`src/rtl/ex_stage_pkg.sv`:
```
// Shared opcode/funct encodings, FSM state codes and the EX/MEM field bundle.
// Constants only; no latency or backpressure of its own.
package ex_stage_pkg;

    localparam logic [5:0] OP_R    = 6'd0;
    localparam logic [5:0] OP_ADDI = 6'd1;
    localparam logic [5:0] OP_ANDI = 6'd4;
    localparam logic [5:0] OP_ORI  = 6'd5;
    localparam logic [5:0] OP_LW   = 6'd16;
    localparam logic [5:0] OP_SW   = 6'd24;
    localparam logic [5:0] OP_BEQ  = 6'd32;
    localparam logic [5:0] OP_NOP  = 6'b110111;

    localparam logic [5:0] F_SLL   = 6'd0;
    localparam logic [5:0] F_SRL   = 6'd2;
    localparam logic [5:0] F_MFHI  = 6'd16;
    localparam logic [5:0] F_MFLO  = 6'd18;
    localparam logic [5:0] F_MULT  = 6'd24;
    localparam logic [5:0] F_MULTU = 6'd25;
    localparam logic [5:0] F_DIV   = 6'd26;
    localparam logic [5:0] F_DIVU  = 6'd27;
    localparam logic [5:0] F_ADD   = 6'd32;
    localparam logic [5:0] F_SUB   = 6'd34;
    localparam logic [5:0] F_AND   = 6'd36;
    localparam logic [5:0] F_OR    = 6'd37;
    localparam logic [5:0] F_SLT   = 6'd42;

    localparam logic [1:0] ST_IDLE = 2'd0;
    localparam logic [1:0] ST_BUSY = 2'd1;
    localparam logic [1:0] ST_DONE = 2'd2;

    typedef struct packed {
        logic [5:0]  op;
        logic [4:0]  wreg;
        logic [31:0] result;
        logic [31:0] sdata;
        logic        br_taken;
        logic [31:0] br_target;
    } em_t;

    localparam em_t EM_NOP = '{op: OP_NOP, wreg: 5'd0, result: 32'd0,
                               sdata: 32'd0, br_taken: 1'b0, br_target: 32'd0};

    // funct 24..27 share the 0110xx pattern
    function automatic logic is_muldiv(input logic [5:0] op, input logic [5:0] funct);
        return (op == OP_R) && (funct[5:2] == 4'b0110);
    endfunction

endpackage

```
`src/rtl/ex_stage_muldiv.sv`:
```
// Iterative 32-step mult/multu/div/divu with HI/LO; 33 stall cycles then a DONE cycle.
// Backpressure: stall_o holds the upstream register from the start cycle through BUSY.
module muldiv_unit
    import ex_stage_pkg::*;
(
    input  logic        clk,
    input  logic        rstd,
    input  logic        start_i,
    input  logic [5:0]  funct_i,
    input  logic [31:0] os_i,
    input  logic [31:0] ot_i,
    output logic        stall_o,
    output logic [31:0] hi_o,
    output logic [31:0] lo_o
);

    logic [1:0]  state_q, state_d;
    logic [5:0]  count_q, count_d;
    logic [63:0] p_q, p_d;
    logic [31:0] b_q, b_d;
    logic        mul_q, mul_d;
    logic        neg_q, neg_d;
    logic        negr_q, negr_d;
    logic        divz_q, divz_d;
    logic [31:0] hi_q, hi_d, lo_q, lo_d;

    logic        signed_op, a_neg, b_neg;
    logic [31:0] a_mag, b_mag;
    logic [32:0] mul_sum, r_sh, r_sub;
    logic [63:0] mul_p, div_p, prod;
    logic [31:0] quo_f, rem_f;

    assign stall_o = ((state_q == ST_IDLE) && start_i) || (state_q == ST_BUSY);
    assign hi_o    = hi_q;
    assign lo_o    = lo_q;

    // even functs (24, 26) are the signed forms
    assign signed_op = ~funct_i[0];
    assign a_neg     = signed_op & os_i[31];
    assign b_neg     = signed_op & ot_i[31];
    assign a_mag     = a_neg ? -os_i : os_i;
    assign b_mag     = b_neg ? -ot_i : ot_i;

    assign mul_sum = {1'b0, p_q[63:32]} + (p_q[0] ? {1'b0, b_q} : 33'd0);
    assign mul_p   = {mul_sum, p_q[31:1]};

    // restoring step: {remainder, dividend/quotient} shifts left one bit per cycle
    assign r_sh  = {p_q[63:32], p_q[31]};
    assign r_sub = r_sh - {1'b0, b_q};
    assign div_p = r_sub[32] ? {r_sh[31:0], p_q[30:0], 1'b0}
                             : {r_sub[31:0], p_q[30:0], 1'b1};

    assign prod  = neg_q ? -p_q : p_q;
    assign quo_f = divz_q ? 32'hFFFF_FFFF : (neg_q ? -p_q[31:0] : p_q[31:0]);
    assign rem_f = negr_q ? -p_q[63:32] : p_q[63:32];

    always_comb begin
        state_d = state_q;
        count_d = count_q;
        p_d     = p_q;
        b_d     = b_q;
        mul_d   = mul_q;
        neg_d   = neg_q;
        negr_d  = negr_q;
        divz_d  = divz_q;
        hi_d    = hi_q;
        lo_d    = lo_q;
        case (state_q)
            ST_IDLE: begin
                if (start_i) begin
                    p_d     = {32'd0, a_mag};
                    b_d     = b_mag;
                    mul_d   = ~funct_i[1];
                    neg_d   = a_neg ^ b_neg;
                    negr_d  = a_neg;
                    divz_d  = (ot_i == 32'd0);
                    count_d = 6'd32;
                    state_d = ST_BUSY;
                end
            end
            ST_BUSY: begin
                p_d     = mul_q ? mul_p : div_p;
                count_d = count_q - 6'd1;
                if (count_q == 6'd1) begin
                    state_d = ST_DONE;
                end
            end
            ST_DONE: begin
                hi_d    = mul_q ? prod[63:32] : rem_f;
                lo_d    = mul_q ? prod[31:0]  : quo_f;
                state_d = ST_IDLE;
            end
            default: state_d = ST_IDLE;
        endcase
    end

    always_ff @(posedge clk or negedge rstd) begin
        if (!rstd) begin
            state_q <= ST_IDLE;
            count_q <= 6'd0;
            p_q     <= 64'd0;
            b_q     <= 32'd0;
            mul_q   <= 1'b0;
            neg_q   <= 1'b0;
            negr_q  <= 1'b0;
            divz_q  <= 1'b0;
            hi_q    <= 32'd0;
            lo_q    <= 32'd0;
        end else begin
            state_q <= state_d;
            count_q <= count_d;
            p_q     <= p_d;
            b_q     <= b_d;
            mul_q   <= mul_d;
            neg_q   <= neg_d;
            negr_q  <= negr_d;
            divz_q  <= divz_d;
            hi_q    <= hi_d;
            lo_q    <= lo_d;
        end
    end

endmodule

```
`src/rtl/ex_stage.sv`:
```
// Execute stage: single-cycle ALU/branch into the EX/MEM register (latency 1), plus mul/div.
// Backpressure: stall is combinational from muldiv_unit; EX/MEM takes a NOP while it is high.
module ex_stage
    import ex_stage_pkg::*;
(
    input  logic        clk,
    input  logic        rstd,
    input  logic [31:0] pc_in,
    input  logic [5:0]  op_in,
    input  logic [4:0]  rt_in,
    input  logic [4:0]  rd_in,
    input  logic [10:0] aux_in,
    input  logic [31:0] imm_dpl_in,
    input  logic [31:0] os_in,
    input  logic [31:0] ot_in,
    output logic        stall,
    output logic [5:0]  em_op,
    output logic [4:0]  em_wreg,
    output logic [31:0] em_result,
    output logic [31:0] em_sdata,
    output logic        br_taken,
    output logic [31:0] br_target
);

    logic [5:0]  funct;
    logic [4:0]  shamt;
    logic [31:0] zimm, hi, lo;
    logic        md_start, vld;
    em_t         em_q, em_d, alu;

    assign funct    = aux_in[5:0];
    assign shamt    = aux_in[10:6];
    assign zimm     = {16'd0, imm_dpl_in[15:0]};
    assign md_start = is_muldiv(op_in, funct);

    muldiv_unit u_muldiv (
        .clk     (clk),
        .rstd    (rstd),
        .start_i (md_start),
        .funct_i (funct),
        .os_i    (os_in),
        .ot_i    (ot_in),
        .stall_o (stall),
        .hi_o    (hi),
        .lo_o    (lo)
    );

    always_comb begin
        alu    = EM_NOP;
        vld    = 1'b1;
        alu.op = op_in;
        case (op_in)
            OP_R: begin
                alu.wreg = rd_in;
                case (funct)
                    F_ADD:  alu.result = os_in + ot_in;
                    F_SUB:  alu.result = os_in - ot_in;
                    F_AND:  alu.result = os_in & ot_in;
                    F_OR:   alu.result = os_in | ot_in;
                    F_SLT:  alu.result = {31'd0, $signed(os_in) < $signed(ot_in)};
                    F_SLL:  alu.result = ot_in << shamt;
                    F_SRL:  alu.result = ot_in >> shamt;
                    F_MFHI: alu.result = hi;
                    F_MFLO: alu.result = lo;
                    default: vld = 1'b0;
                endcase
            end
            OP_ADDI: begin
                alu.wreg   = rt_in;
                alu.result = os_in + imm_dpl_in;
            end
            OP_ANDI: begin
                alu.wreg   = rt_in;
                alu.result = os_in & zimm;
            end
            OP_ORI: begin
                alu.wreg   = rt_in;
                alu.result = os_in | zimm;
            end
            OP_LW: begin
                alu.wreg   = rt_in;
                alu.result = os_in + imm_dpl_in;
                alu.sdata  = ot_in;
            end
            OP_SW: begin
                alu.result = os_in + imm_dpl_in;
                alu.sdata  = ot_in;
            end
            OP_BEQ: begin
                alu.br_taken  = (os_in == ot_in);
                alu.br_target = pc_in + imm_dpl_in;
            end
            default: vld = 1'b0;
        endcase
    end

    // mul/div functs fall into the unknown-funct path, so their DONE cycle also sends a NOP
    assign em_d = (vld && !stall) ? alu : EM_NOP;

    always_ff @(posedge clk or negedge rstd) begin
        if (!rstd) begin
            em_q <= EM_NOP;
        end else begin
            em_q <= em_d;
        end
    end

    assign em_op     = em_q.op;
    assign em_wreg   = em_q.wreg;
    assign em_result = em_q.result;
    assign em_sdata  = em_q.sdata;
    assign br_taken  = em_q.br_taken;
    assign br_target = em_q.br_target;

endmodule

```
`config.mk`:
```
export PLATFORM = sky130hd
export DESIGN_NAME = ex_stage
export DESIGN_NICKNAME = d
export VERILOG_FILES = /design/src/rtl/ex_stage_pkg.sv /design/src/rtl/ex_stage_muldiv.sv /design/src/rtl/ex_stage.sv
export SDC_FILE = /design/constraint.sdc
export NUM_CORES = 1
export LEC_CHECK = 0
export BUFFER_PORTS_ARGS = -buffer_cell sky130_fd_sc_hd__buf_2
export CELL_PAD_IN_SITES_DETAIL_PLACEMENT = 1
export CELL_PAD_IN_SITES_GLOBAL_PLACEMENT = 1
export CORE_ASPECT_RATIO = 1.1
export CORE_MARGIN = 1.5
export CORE_UTILIZATION = 50
export CTS_BUF_LIST = sky130_fd_sc_hd__clkbuf_8 sky130_fd_sc_hd__clkbuf_16
export CTS_CLUSTER_DIAMETER = 120
export DETAILED_ROUTE_END_ITERATION = 8
export GPL_TIMING_DRIVEN = 1
export PLACE_DENSITY_LB_ADDON = 0.1
export SETUP_SLACK_MARGIN = 0.05
export SYNTH_ARGS = -nofsm -noshare
export SYNTH_HDL_FRONTEND = slang
export SYNTH_SLANG_ARGS = --single-unit
export TNS_END_PERCENT = 100
```
`constraint.sdc`:
```
create_clock -name clk -period 6.6 [get_ports clk]
set_input_delay 0.33 -clock clk [delete_from_list [all_inputs] [get_ports clk]]
set_output_delay 0.33 -clock clk [all_outputs]
set_load 0.05 [all_outputs]
```
Word level (Yosys, flattened, before mapping). Cells that the tools add are included.

Register bits: 280. Logic and storage cells: 105. Input port bits: 157.

Muxes and demuxes: 26. Shifts and indexed selects: 2. $add $sub $neg: 12. Order comparisons: 1. Equality and inequality tests: 21. Bitwise gates (word level): 9. Reductions and logical operators: 18.

Operators with widths (number): $mux W32 (9); $pmux W32 S9 (1); $mux W64 (4); $neg A32 Y32 (4); $pmux W32 S4 (1); $pmux W64 S2 (1); $mux W108 (1); $add A32 B32 Y32 (3); $neg A64 Y64 (1); $eq A6 B6 Y1 const B (6); $add A32 B33 Y33 (1); $mux W33 (1); $sub A33 B32 Y33 (1); $and A32 B16 Y32 (1); $and A32 B32 Y32 (1); $eq A32 B32 Y1 (1); $logic_not A32 Y1 (1); $lt A32 B32 Y1 (1); $or A32 B16 Y32 (1); $or A32 B32 Y32 (1); $shl A32 B5 Y32 (1); $shr A32 B5 Y32 (1); $sub A32 B32 Y32 (1); $eq A6 B5 Y1 const B (4); other kinds (31) (41).

Logic depth before layout (Yosys ltp).
Depth after elaboration: 7. Mapped depth: 15.

By module. Synthesis repeated with hierarchy kept, for this count alone.

Cell total of the unflattened synthesis: 3837. Area, all modules: 29942.5 um^2.

Modules (own cells, without submodules): ex_stage (times used 1, cells an instance 2093, area an instance 16245.6 um^2); muldiv_unit (times used 1, cells an instance 1744, area an instance 13696.9 um^2).

Worst setup path after synthesis. No wires, ideal clock.

Kind: register to register. From: reg u_muldiv.p_q[31]. To: reg u_muldiv.p_q[59]. Stages on the path, launching flop included: 15. Data required time: 6462 ps. Slack: 2916 ps. Library setup time: 138 ps. Arrival: 3546 ps. Clock period less this slack: 3684 ps. Cell sequence: dfrtp_1 -> inv_1 -> ha_1 -> inv_1 -> fa_1 -> a211oi_1 -> o21ai_1 -> a211o_1 -> a311o_2 -> a311oi_2 -> o41ai_2 -> xor2_2 -> buf_6 -> mux2i_1 -> o221ai_1.

Cells in the longest elaborated chain, start to end: 4.

RTL lines: start, declared (RTL line ex_stage_muldiv.sv:19) `logic [63:0] p_q, p_d;`; start signal, assigned (RTL line ex_stage_muldiv.sv:112) `p_q <= p_d;`; $sub A33 B32 Y33 (RTL line ex_stage_muldiv.sv:49) `assign r_sub = r_sh - {1'b0, b_q};`; $mux W64 (RTL line ex_stage_muldiv.sv:50) `assign div_p = r_sub[32] ? {r_sh[31:0], p_q[30:0], 1'b0}`; $mux W64 (RTL line ex_stage_muldiv.sv:82) `p_d = mul_q ? mul_p : div_p;`; $pmux W64 S2 (RTL line ex_stage_muldiv.sv:68) `case (state_q)`.

Every way passes these cells. A chain may end at the register's enable or synchronous reset.

Worst setup path in the final report.
From: reg u_muldiv.p_q[0]. To: reg u_muldiv.p_q[60].

Cells in the longest elaborated chain, start to end: 4.

RTL lines: $mux W32 (RTL line ex_stage_muldiv.sv:44) `assign mul_sum = {1'b0, p_q[63:32]} + (p_q[0] ? {1'b0, b_q} : 33'd0);`; $add A32 B33 Y33 (RTL line ex_stage_muldiv.sv:44); $mux W64 (RTL line ex_stage_muldiv.sv:82); $pmux W64 S2 (RTL line ex_stage_muldiv.sv:68).

Every way passes these cells.

==> results.py <==
metrics = {
    "route": {
        "ant_nets": 0,
        "wl_per_cell_um": 31.5,
        "num_vias": 32000,
        "drcViolationCount": 0,
        "via_per_inst": 7.09,
        "drt_iter0_drc": 3594,
        "drt_wl_total_um": 142000,
        "first_pass_iters": 8,
    },
    "job": {
        "maxCapViolCount": 1,
    },
    "global_route": {
        "track_usage": 0.474,
        "antenna_found_initial": 16,
        "grt_overflow": 0,
        "grt_pass1_vias": 33000,
        "grt_max_degree": 144,
        "grt_pass1_wl_um": 210000,
    },
    "clock_tree": {
        "cts.htree.levels": 2,
        "cts_tree": "done",
        "cts_buffer_depth": 3,
        "path_clk_slew_ns": 0.06,
        "holdBufCountCts": 1,
        "insertion_delay_ns": 0.59,
        "cts_setup_buffers": 0,
        "cts_root_buffer": "clkbuf_16",
        "cts_resized": 0,
        "cts_sinks": 280,
        "numCtsBuffers": 35,
    },
    "power_and_ir_drop": {
        "finalPower_mw": 9.32,
        "peakVddDrop_mv": 0.285,
        "power_leakage_nw": 14.2,
        "power_density_nw_per_um2": 295,
    },
    "critical_path": {
        "ff2ff_setup_slack_ns": 1.68,
        "end_kind": "flop",
        "worstPathArrival_ns": 5.34,
        "critPathRequiredTime_ns": 7.02,
        "cp_max_fo": 34,
        "path_class": "flop to flop",
        "crit_path_start_kind": "flop",
    },
    "final_layout": {
        "regArea_um2": 7010,
        "fillCellCount": 6931,
        "mostFrequentLayoutCells": "nor2_1, a21oi_1, dfrtp_1",
        "drive_gt1_frac": 0.133,
        "layoutNonFillerInstCount": 4511,
        "final_nets": 4138,
        "area_delta_synth_final_pct": 10.5,
        "layout_commonest_cell": "nor2_1",
        "multi_input_comb_area_um2": 20000,
    },
    "sta": {
        "rsz0062_at_grt": "false",
        "setup-violations-final": 0,
        "finalHoldViolations": 0,
        "whs_ns": 0.0140,
        "finalSetupTns_ns": 0,
        "relSlewSlack": -0.00735,
        "tightest_slew_ns": 1.50,
        "period_needed_ns": 4.92,
        "drv_slew": 1,
        "fin_skew_ns": 0.0230,
        "fmax_mhz": 203,
        "post-route-period-util": 0.745,
        "timing.final.ws_setup_ns": 1.68,
    },
    "die": {
        "rows": 91,
        "chipHeight_um": 254,
        "die_x_um": 231,
        "die-area_um2": 58600,
        "core_region_area_um2": 56200,
        "start_util": 0.508,
        "ios": 266,
    },
    "run_status": {
        "violations": "capacitance limit, slew limit",
        "status": "finished with violations",
    },
    "placement": {
        "preCtsSetupSlack_ns": 1.98,
        "dp_cells": 4437,
        "portBuffers": 265,
        "gp_congestion": 1.06,
        "dp_hpwl_um": 106000,
    },
    "synth": {
        "yosys_warnings": 0,
        "ys_seq_area_frac": 0.245,
        "synth_area_um2": 28600,
        "post_synth_inst_count": 3601,
        "syn_avg_cell_area_um2": 7.94,
        "syn-num-nets": 4008,
        "synth-edff-count": 0,
        "netlist-cell-type-count": 95,
        "ys_async_sr_fraction": 1.00,
        "ys.flop_type": "dfrtp_1",
        "synth_seq_cells": 280,
    },
    "min_path": {
        "hold_class": "primary input to flop",
    },
}
[cells in the mapped netlist (all sizes together) (54+ instances only)]
master,count,area share
xor2,81,0.025
nor3,92,0.016
ha,244,0.11
mux2i,89,0.031
a21o,83,0.022
a21oi,375,0.066
nor2,444,0.058
inv,188,0.025
dfrtp,275,0.24
xnor2,157,0.048
nand3,54,0.0098
o21ai,256,0.045
clkbuf,191,0.025
nand2,254,0.033
[sequential cells by signal, summed over array words and instances, names as in the netlist]
name and cells:
em_wreg 5, em_sdata 32, u_muldiv.mul_q 1, u_muldiv.hi_o 32
u_muldiv.b_q 32, u_muldiv.count_q 6, br_target 32, u_muldiv.p_q 64
em_result 32, u_muldiv.state_q 2, u_muldiv.negr_q 1, br_taken 1
u_muldiv.lo_o 32, u_muldiv.divz_q 1, em_op 6, u_muldiv.neg_q 1
[power breakdown]
| part | switching [mW] | leakage (nW) | internal, mW |
|---|---|---|---|
| registers | 0.636 | 3.65 | 2.05 |
| logic | 2.94 | 9.98 | 1.68 |
| clock network | 0.866 | 0.596 | 1.14 |
[critical path, cell delays in order (launching register included)]
cell and delay [ns]:
dfrtp_1 0.47, clkinv_1 0.93, nor2_1 0.55, ha_1 0.32
a21oi_1 0.29, o2111a_1 0.28, o211a_1 0.18, o31a_1 0.27
nor3_1 0.14, a211oi_1 0.59, o21ai_0 0.23, xor2_1 0.18
a22oi_1 0.17, o221ai_1 0.14
[stage by stage]
step / area, µm² / util
final: 31600 / 0.562
after global routing: 31600 / 0.561
after CTS: 31600 / 0.561
after detailed placement: 30400 / 0.540
after global placement: 30400 / 0.540
after floorplan: 28600 / -
[final timing paths]
kind | from | endpoint | cells past startpoint
max | u_muldiv.p_q[0] | u_muldiv.p_q[60] | 13
min | rt_in[4] | em_wreg[4] | 3
max reg2reg | u_muldiv.p_q[0] | u_muldiv.p_q[60] | 13
min reg2reg | u_muldiv.b_q[20] | u_muldiv.b_q[20] | 2
max in group asynchronous | rstd | u_muldiv.p_q[59] | 3
min in group asynchronous | rstd | em_result[2] | 2
[logic make-up after synthesis]
| kind of cell | after synthesis | share of synthesized area |
|---|---|---|
| flip-flops | 280 | 0.245 |
| AND/OR/NAND/NOR | 1069 | 0.170 |
| AO/OA/AOI/OAI | 1192 | 0.266 |
| multiplexers | 159 | 0.0785 |
| XOR/XNOR | 238 | 0.0735 |
| adder cells (fa/ha/maj) | 250 | 0.111 |
| buffers and inverters | 413 | 0.0555 |
[layout make-up]
cell class,instances,share of cell area
Inverter,191,0.0227
Sequential cell,280,0.222
Tap cell,744,0.0295
Clock buffer,42,0.0311
Multi-Input combinational cell,2908,0.634
Timing Repair Buffer,315,0.0547
Antenna cell,10,0.000792
Clock inverter,21,0.00551
[per-layer routing]
layer | part of all wire | routed length (µm) | vias up | global-route usage
met5 | 0.00055 | 78 | - | 0
met4 | 0.082 | 11600 | 12 | 0.328
met3 | 0.095 | 13500 | 663 | 0.0971
met2 | 0.46 | 64900 | 2045 | 0.772
met1 | 0.37 | 52000 | 15900 | 0.562
li1 | - | - | 13400 | -
No activity file was read; power rests on OpenSTA's default activity.
